`src/rtl/seg_scan_capture.sv`:
```
// Recovers the 8-bit hex value shown on a 2-digit multiplexed, active-low
// seven-segment bus by debouncing each anode dwell and decoding the digits.
module seg_scan_capture #(
  parameter int unsigned STABLE_CNT = 4
) (
  input  logic       clk,
  input  logic       rst_n,
  input  logic [6:0] seg_cat,
  input  logic [1:0] seg_an,
  output logic [7:0] value,
  output logic       valid,
  output logic       changed,
  output logic       err
);

  localparam int unsigned CW = $clog2(STABLE_CNT + 1);

  typedef enum logic {S_LO, S_HI} state_t;

  state_t        state, state_next;
  logic [8:0]    samp, samp_d;
  logic [CW-1:0] stab_cnt;
  logic          accepted;
  logic [3:0]    lo_nib;
  logic          have_prev;
  logic          eval;
  logic          dec_ok;
  logic [3:0]    dec_nib;
  logic          pub, err_next, lo_load;
  logic [7:0]    new_value;

  // Inverse of the hex-to-segment table; unknown patterns flag dec_ok=0.
  always_comb begin
    dec_ok  = 1'b1;
    dec_nib = 4'h0;
    case (samp_d[6:0])
      7'h40: dec_nib = 4'h0;
      7'h79: dec_nib = 4'h1;
      7'h24: dec_nib = 4'h2;
      7'h30: dec_nib = 4'h3;
      7'h19: dec_nib = 4'h4;
      7'h12: dec_nib = 4'h5;
      7'h02: dec_nib = 4'h6;
      7'h78: dec_nib = 4'h7;
      7'h00: dec_nib = 4'h8;
      7'h10: dec_nib = 4'h9;
      7'h08: dec_nib = 4'hA;
      7'h03: dec_nib = 4'hB;
      7'h46: dec_nib = 4'hC;
      7'h21: dec_nib = 4'hD;
      7'h06: dec_nib = 4'hE;
      7'h0E: dec_nib = 4'hF;
      default: dec_ok = 1'b0;
    endcase
  end

  // A dwell is evaluated exactly once, in the cycle after the count saturates.
  assign eval      = (stab_cnt == CW'(STABLE_CNT)) && !accepted;
  assign new_value = {dec_nib, lo_nib};

  always_comb begin
    state_next = state;
    pub        = 1'b0;
    err_next   = 1'b0;
    lo_load    = 1'b0;
    if (eval) begin
      case (samp_d[8:7])
        2'b00: err_next = 1'b1;
        2'b10: begin
          if (!dec_ok) begin
            err_next = 1'b1;
          end else begin
            lo_load    = 1'b1;
            state_next = S_HI;
          end
        end
        2'b01: begin
          if (!dec_ok) begin
            err_next = 1'b1;
          end else if (state == S_HI) begin
            pub        = 1'b1;
            state_next = S_LO;
          end
        end
        default: ;
      endcase
    end
  end

  always_ff @(posedge clk) begin
    if (!rst_n) begin
      samp      <= '1;
      samp_d    <= '1;
      stab_cnt  <= '0;
      accepted  <= 1'b0;
      state     <= S_LO;
      lo_nib    <= '0;
      have_prev <= 1'b0;
      value     <= '0;
      valid     <= 1'b0;
      changed   <= 1'b0;
      err       <= 1'b0;
    end else begin
      samp    <= {seg_an, seg_cat};
      samp_d  <= samp;
      state   <= state_next;
      valid   <= pub;
      err     <= err_next;
      changed <= 1'b0;
      // A pin change in the evaluation cycle still lets that evaluation land.
      if (samp != samp_d) begin
        stab_cnt <= CW'(1);
        accepted <= 1'b0;
      end else begin
        if (stab_cnt != CW'(STABLE_CNT)) stab_cnt <= stab_cnt + CW'(1);
        if (eval) accepted <= 1'b1;
      end
      if (lo_load) lo_nib <= dec_nib;
      if (pub) begin
        value     <= new_value;
        changed   <= !have_prev || (new_value != value);
        have_prev <= 1'b1;
      end
    end
  end

endmodule
```
`config.mk`:
```
export PLATFORM = sky130hd
export DESIGN_NAME = seg_scan_capture
export DESIGN_NICKNAME = d
export VERILOG_FILES = /design/src/rtl/seg_scan_capture.sv
export SDC_FILE = /design/constraint.sdc
export NUM_CORES = 1
export LEC_CHECK = 0
export ABC_AREA = 1
export CORE_MARGIN = 4
export CORE_UTILIZATION = 28
export DETAILED_ROUTE_END_ITERATION = 8
export SETUP_SLACK_MARGIN = 0.15
export SLEW_MARGIN = 20
export SYNTH_ARGS = -nofsm -noshare
export SYNTH_HDL_FRONTEND = slang
export SYNTH_SLANG_ARGS = --single-unit
```
`constraint.sdc`:
```
create_clock -name clk -period 3.02 [get_ports clk]
set_input_delay 0.453 -clock clk [delete_from_list [all_inputs] [get_ports clk]]
set_output_delay 0.453 -clock clk [all_outputs]
set_load 0.03 [all_outputs]
```
==> qor.txt, run 1 <==
Final critical-path required period -> 1.82 ns
Most common cell after layout, fill and taps aside -> sky130_fd_sc_hd__nand2_1
Max-cap check violation count -> 0
Worst min-delay path endpoint -> samp_d[2]
Overall global routing resource usage -> 0.107
Total via count in the routed design -> 1,793
Average size of a mapped cell -> 6.96 um^2
Post-cts resize count -> 0
Post-detailed-route wirelength per cell -> 10.1 um
Clock tree root buffer cell -> sky130_fd_sc_hd__clkbuf_8
Clock input transition at the sequential cells of the worst setup and hold paths -> 0.07 ns
Worst Slack Setup Final -> 1.20 ns
Reg-to-reg critical path startpoint -> samp_d[1]
Slew at the pin with the worst max-slew slack -> 0.629 ns
Total CTS buffers -> 5
Worst min path class -> reg -> reg
Max stage delay cell, worst path -> sky130_fd_sc_hd__clkdlybuf4s50_1
Top fanout value on the critical path -> 4
Worst path max stage delay -> 0.69 ns
Pins over their slew limit -> 0
Remaining DRCs -> 0
H-tree depth reported by CTS -> 2
Syn nets -> 312
Cell chain of the critical path -> clkdlybuf4s50_1
Depth of the worst register-to-register path -> 10
FILL cells -> 741
First drt pass iteration count -> 5
Final-report hold violation count -> 0
Count of boundary I/O pins -> 22
Maximum ir drop on the vdd rail -> 0.160 mV
Detailed placement HPWL -> 3.28 mm
Clock sink count -> 39
Most area-consuming cells after synthesis -> sky130_fd_sc_hd__dfxtp_1 38%, sky130_fd_sc_hd__nand2_1 14%, sky130_fd_sc_hd__nor2_1 8.2%, sky130_fd_sc_hd__inv_1 4.9%, sky130_fd_sc_hd__nand3_1 4.9%
Hold buffer count at cts -> 0
Synth async-reset ratio -> 0
Yosys cell types -> 30
Insertion delay of the later-clocked pin in the worst-skew pair -> 0.29 ns
Core region area -> 6940 um^2
Maximum buffer depth of the clock tree -> 2
Floorplan row count -> 30
Initial Util -> 0.296
Worst Path Arrival -> 1.37 ns
Flop and latch count out of synthesis -> 39
Layout overhead on the synthesized area -> 19.3%
Reg2Reg Setup Slack -> 1.29 ns
Die outline width -> 93.6 um
Number of synthesized flops with an enable pin -> 0
Run status -> finished, final reports clean
Cell Count, Final, Fillers Out -> 415
Worst setup path category -> reg -> out
Number of vias per cell after detailed routing -> 4.32
Register area share after synthesis -> 0.380
Largest net degree at the start of global routing -> 24
Leakage power figure -> 1.11 nW
Global-route wire length before repair -> 7.52 mm
Final antenna diode count -> 0
Cell Area, Synth -> 2050 um^2
Antenna violations before repair -> 0
Worst slack after detailed placement -> 1.09 ns
Commonest cells after routing, fill and taps aside -> 76 x sky130_fd_sc_hd__nand2_1, 45 x sky130_fd_sc_hd__nor2_1, 39 x sky130_fd_sc_hd__dfxtp_1, 27 x sky130_fd_sc_hd__inv_1, 21 x sky130_fd_sc_hd__clkdlybuf4s50_1
Kind of cell adding the most delay to the critical path -> buffers and inverters
Worst Hold Launch -> samp[2]
Yosys top cell area share -> 0.380
Die height -> 93.6 um
Unrepaired setup endpoints after global routing -> no
Ratio of cells with drive above 1 in the final layout -> 0.150
Reg-to-reg critical path endpoint -> lo_nib[1]
Post-Syn Instances -> 295
Dominant cell type by area after synthesis -> sky130_fd_sc_hd__dfxtp_1
Cells after DPL -> 407
RePlAce Congestion -> 0.830
Power density over cell area -> 403 nW/um^2
Fmax achieved -> 0.549 GHz
CP required -> 2.57 ns
Number of buffer and inverter instances along the worst setup path -> 1
Synthesis Warnings -> 0
Number of global-route vias before repair -> 1,675
Kind of end point of the critical path -> output pin
Final worst-path cycle share -> 0.603
Total Die Area -> 8770 um^2
Port buffer count -> 21
Number of nets with antenna violations after detailed routing -> 0
Final WL -> 4.19 mm
TritonCTS clock tree -> done
Worst max-slew margin expressed relative to the limit -> 0.580
Startpoint type of the worst setup path -> register
Final #Nets -> 335
Final-report setup violation count -> 0
Maximum clock skew at final layout -> 0.00434 ns
Dominant register cell in the synthesized netlist -> sky130_fd_sc_hd__dfxtp_1
Final TNS setup -> 0 ns
Depth of the worst hold-timing path -> 2
Post-CTS setup buffer count -> 0
1st-iter DRT viols -> 55
Remaining Overflow, GRT -> 0
## layout make-up
class	count	area, um^2	area share
well taps	96	120	0.0491
clock buffers	8	100	0.0409
repair buffers	22	218	0.0889
multi-input cells	216	1100	0.450
flip-flops and latches	39	781	0.319
inverters	34	128	0.0521
## power by group
group / internal, W / switching [W]
clock: 0.000208 / 0.000172
sequential: 0.000526 / 0.0000130
combinational: 0.0000329 / 0.0000332
## cells in the mapped netlist (all sizes together) (4+ instances only)
cell    count
a21oi      13
nand3      23
inv        34
xnor2       4
nand2      82
buf         4
or2        15
dfxtp      39
nor2       54
xor2        5
ha          6
nand3b      4
## worst max-delay path by stage
stage / cells past startpoint / slack [ns] / endpoint / startpoint
final: 1 / 1.20 / value[6] / value[6]
after global placement: 4 / 1.14 / samp[2] / rst_n
after global routing: 11 / 1.04 / value[4] / samp_d[1]
after floorplan: 11 / 1.55 / err / samp_d[1]
after CTS: 1 / 1.17 / value[6] / value[6]
after detailed placement: 4 / 1.09 / samp_d[4] / rst_n
## flip-flops by register name (all words and copies together), names as in the netlist
name       flops
accepted       1
changed        1
err            1
have_prev      1
lo_nib         4
samp           9
samp_d         9
stab_cnt       3
state          1
valid          1
value          8
## stage by stage
step	util	hold slack [ns]	total power, W	area, um^2
floorplan	-	0.417	0.000595	2050
global placement	0.338	0.443	0.000618	2350
detailed placement	0.338	0.442	0.000618	2350
CTS	0.353	0.461	0.00100	2450
global route	0.353	0.486	0.00104	2450
finish	0.353	0.450	0.000986	2450
## logic make-up after synthesis
group                      after synthesis  share of synthesized area
adders and majority gates                6                     0.0366
xor gates and xnor gates                 9                     0.0384
AOI/OAI and AO/OA                       18                     0.0487
and+or+nand+nor                        183                      0.413
DFF                                     39                      0.380
buffers and inverters                   40                     0.0829
## per-layer routing
layer	share of wire	track usage	routed length (um)	up-vias
li1	-	-	-	954
met1	0.50	0.137	2090	799
met2	0.44	0.168	1860	29
met3	0.030	0.0274	126	11
met4	0.028	0.0529	116	0
met5	0	0	0	-
Power figures use the tool's default switching activity.
==> run 2, diff against run 1 <==
Clock period 3.02 ns to 1.5 ns, I/O delays scaled along.
==> qor.txt, run 2 (synthesis gave the netlist of run 1 again) <==
Die height -> 93.6 um
Worst min-delay path endpoint -> samp_d[5]
Ratio of cells with drive above 1 in the final layout -> 0.378
Final worst-path cycle share -> 1.05
Hold buffer count at cts -> 0
Max-cap check violation count -> 0
Power density over cell area -> 672 nW/um^2
Worst Hold Launch -> samp[5]
Final antenna diode count -> 0
Number of nets with antenna violations after detailed routing -> 0
Antenna violations before repair -> 0
Initial Util -> 0.296
Largest net degree at the start of global routing -> 22
First drt pass iteration count -> 4
Startpoint type of the worst setup path -> register
Maximum buffer depth of the clock tree -> 2
Final WL -> 4.91 mm
Final #Nets -> 360
CP required -> 1.69 ns
Worst min path class -> reg -> reg
Remaining Overflow, GRT -> 0
Worst Path Arrival -> 1.77 ns
Cells after DPL -> 427
Port buffer count -> 21
Max stage delay cell, worst path -> sky130_fd_sc_hd__dfxtp_2
Global routing usage on met3 -> 0.0249
TritonCTS clock tree -> done
Reg-to-reg critical path startpoint -> samp_d[1]
Cell chain of the critical path -> buf_12 -> buf_4 -> xor2_2 -> nor4_2 -> buf_4 -> nand2_2 -> o21ai_1 -> inv_1
Count of boundary I/O pins -> 22
Total via count in the routed design -> 1,910
Clock tree root buffer cell -> sky130_fd_sc_hd__clkbuf_8
Final-report setup violation count -> 15
Worst setup path category -> reg -> reg
Worst path max stage delay -> 0.33 ns
Pins over their slew limit -> 0
Overall global routing resource usage -> 0.116
Total Die Area -> 8770 um^2
Cell Count, Final, Fillers Out -> 440
Maximum clock skew at final layout -> 0.00672 ns
Core region area -> 6940 um^2
Global-route wire length before repair -> 8.22 mm
Reg-to-reg critical path endpoint -> stab_cnt[0]
Most common cell after layout, fill and taps aside -> sky130_fd_sc_hd__nand2_1
Die outline width -> 93.6 um
GRT met1 Usage -> 0.146
Remaining DRCs -> 0
Detailed placement HPWL -> 3.37 mm
Slew at the pin with the worst max-slew slack -> 0.602 ns
Run status -> finished with violations
Reg2Reg Setup Slack -> -0.08 ns
Most used cell, CP -> sky130_fd_sc_hd__buf_4
Insertion delay of the later-clocked pin in the worst-skew pair -> 0.29 ns
Placement Cell Area -> 2540 um^2
Worst max-slew margin expressed relative to the limit -> 0.598
Grt peak-use layer -> met2
Number of vias per cell after detailed routing -> 4.34
Floorplan row count -> 30
Depth of the worst register-to-register path -> 8
Total CTS buffers -> 5
Fmax achieved -> 0.632 GHz
Number of global-route vias before repair -> 1,815
Unrepaired setup endpoints after global routing -> yes
H-tree depth reported by CTS -> 2
Kind of end point of the critical path -> register
Clock input transition at the sequential cells of the worst setup and hold paths -> 0.07 ns
Final-report hold violation count -> 0
Violations in the final reports -> negative setup slack
RePlAce Congestion -> 0.865
Worst slack after detailed placement -> -0.0832 ns
Post-detailed-route wirelength per cell -> 11.1 um
Final critical-path required period -> 1.58 ns
Biggest registers after layout -> samp (9), samp_d (9), value (8)
Leakage power figure -> 1.32 nW
Clock sink count -> 39
Top fanout value on the critical path -> 8
Depth of the worst hold-timing path -> 2
Total non-filler cell area in the finished layout -> 2920 um^2
Layout overhead on the synthesized area -> 42.3%
Worst Slack Setup Final -> -0.0816 ns
Final TNS setup -> -0.494 ns
Commonest cells after routing, fill and taps aside -> 60 x sky130_fd_sc_hd__nand2_1, 32 x sky130_fd_sc_hd__dfxtp_1, 28 x sky130_fd_sc_hd__nor2_1, 24 x sky130_fd_sc_hd__inv_1, 21 x sky130_fd_sc_hd__buf_4
Met2 Use GR -> 0.195
Maximum ir drop on the vdd rail -> 0.402 mV
1st-iter DRT viols -> 134
## run 2: changes by cell type in the layout (fill, tap and decap cells not counted), moves of 7 or more
cell / delta
sky130_fd_sc_hd__nand2_1: -16
sky130_fd_sc_hd__dfxtp_1: -7
sky130_fd_sc_hd__nand2_2: +13
sky130_fd_sc_hd__clkdlybuf4s50_1: -11
sky130_fd_sc_hd__nor2_1: -17
sky130_fd_sc_hd__nor2_4: +11
sky130_fd_sc_hd__buf_4: +20
## run 2: repair_timing
item | CTS | global route
setup endpoints to repair | 32 | 28
pin swaps | 15 | 14
resized for setup | 51 | 47
setup buffers | 0 | 4
cloned | 1 | 0
## run 2: layout make-up
cell class / count / area [um^2]
repair buffers: 46 / 405
well taps: 96 / 120
clock buffers: 7 / 76.3
flip-flops and latches: 39 / 805
clock inverters: 1 / 5.00
inverters: 34 / 148
multi-input cells: 217 / 1360
fillers: 712 / 4020
## run 2: per-layer routing
metal | up-vias | wire [um]
met3 | 10 | 163
met2 | 32 | 2370
met1 | 859 | 2280
met4 | 0 | 92
li1 | 1009 | -
met5 | - | 0
## run 2: worst max-delay path by stage
| stage | start | end | slack [ns] | cells after the start |
|---|---|---|---|---|
| detailed placement | samp_d[6] | value[5] | -0.08 | 11 |
| global placement | samp_d[1] | value[2] | -0.07 | 12 |
| global route | samp_d[0] | changed | -0.18 | 12 |
| floorplan | samp_d[1] | err | 0.11 | 11 |
| CTS | samp_d[1] | value[5] | -0.06 | 13 |
| finish | samp_d[1] | stab_cnt[0] | -0.08 | 8 |
## run 2: stage by stage
stage	utilization	total power, W	hold slack [ns]
after global routing	0.421	0.00207	0.469
after CTS	0.396	0.00196	0.455
after global placement	0.366	0.00127	0.431
final	0.421	0.00196	0.456
after detailed placement	0.366	0.00127	0.437
after floorplan	-	0.00120	0.332
## run 2: worst max-delay path: cells and delay by family, from the launching register on
kind,cells,cell delay (ns)
AOI/OAI and AO/OA,1,0.14
DFF,1,0.33
buffers and inverters,4,0.53
xor gates and xnor gates,1,0.14
and+or+nand+nor,2,0.36
## run 2: power breakdown
| group | leakage [nW] | total [W] | switching (W) | internal, W |
|---|---|---|---|---|
| clock | 0.0422 | 0.000672 | 0.000346 | 0.000326 |
| sequential | 0.319 | 0.00108 | 0.0000287 | 0.00105 |
| combinational | 0.958 | 0.000208 | 0.000104 | 0.000104 |
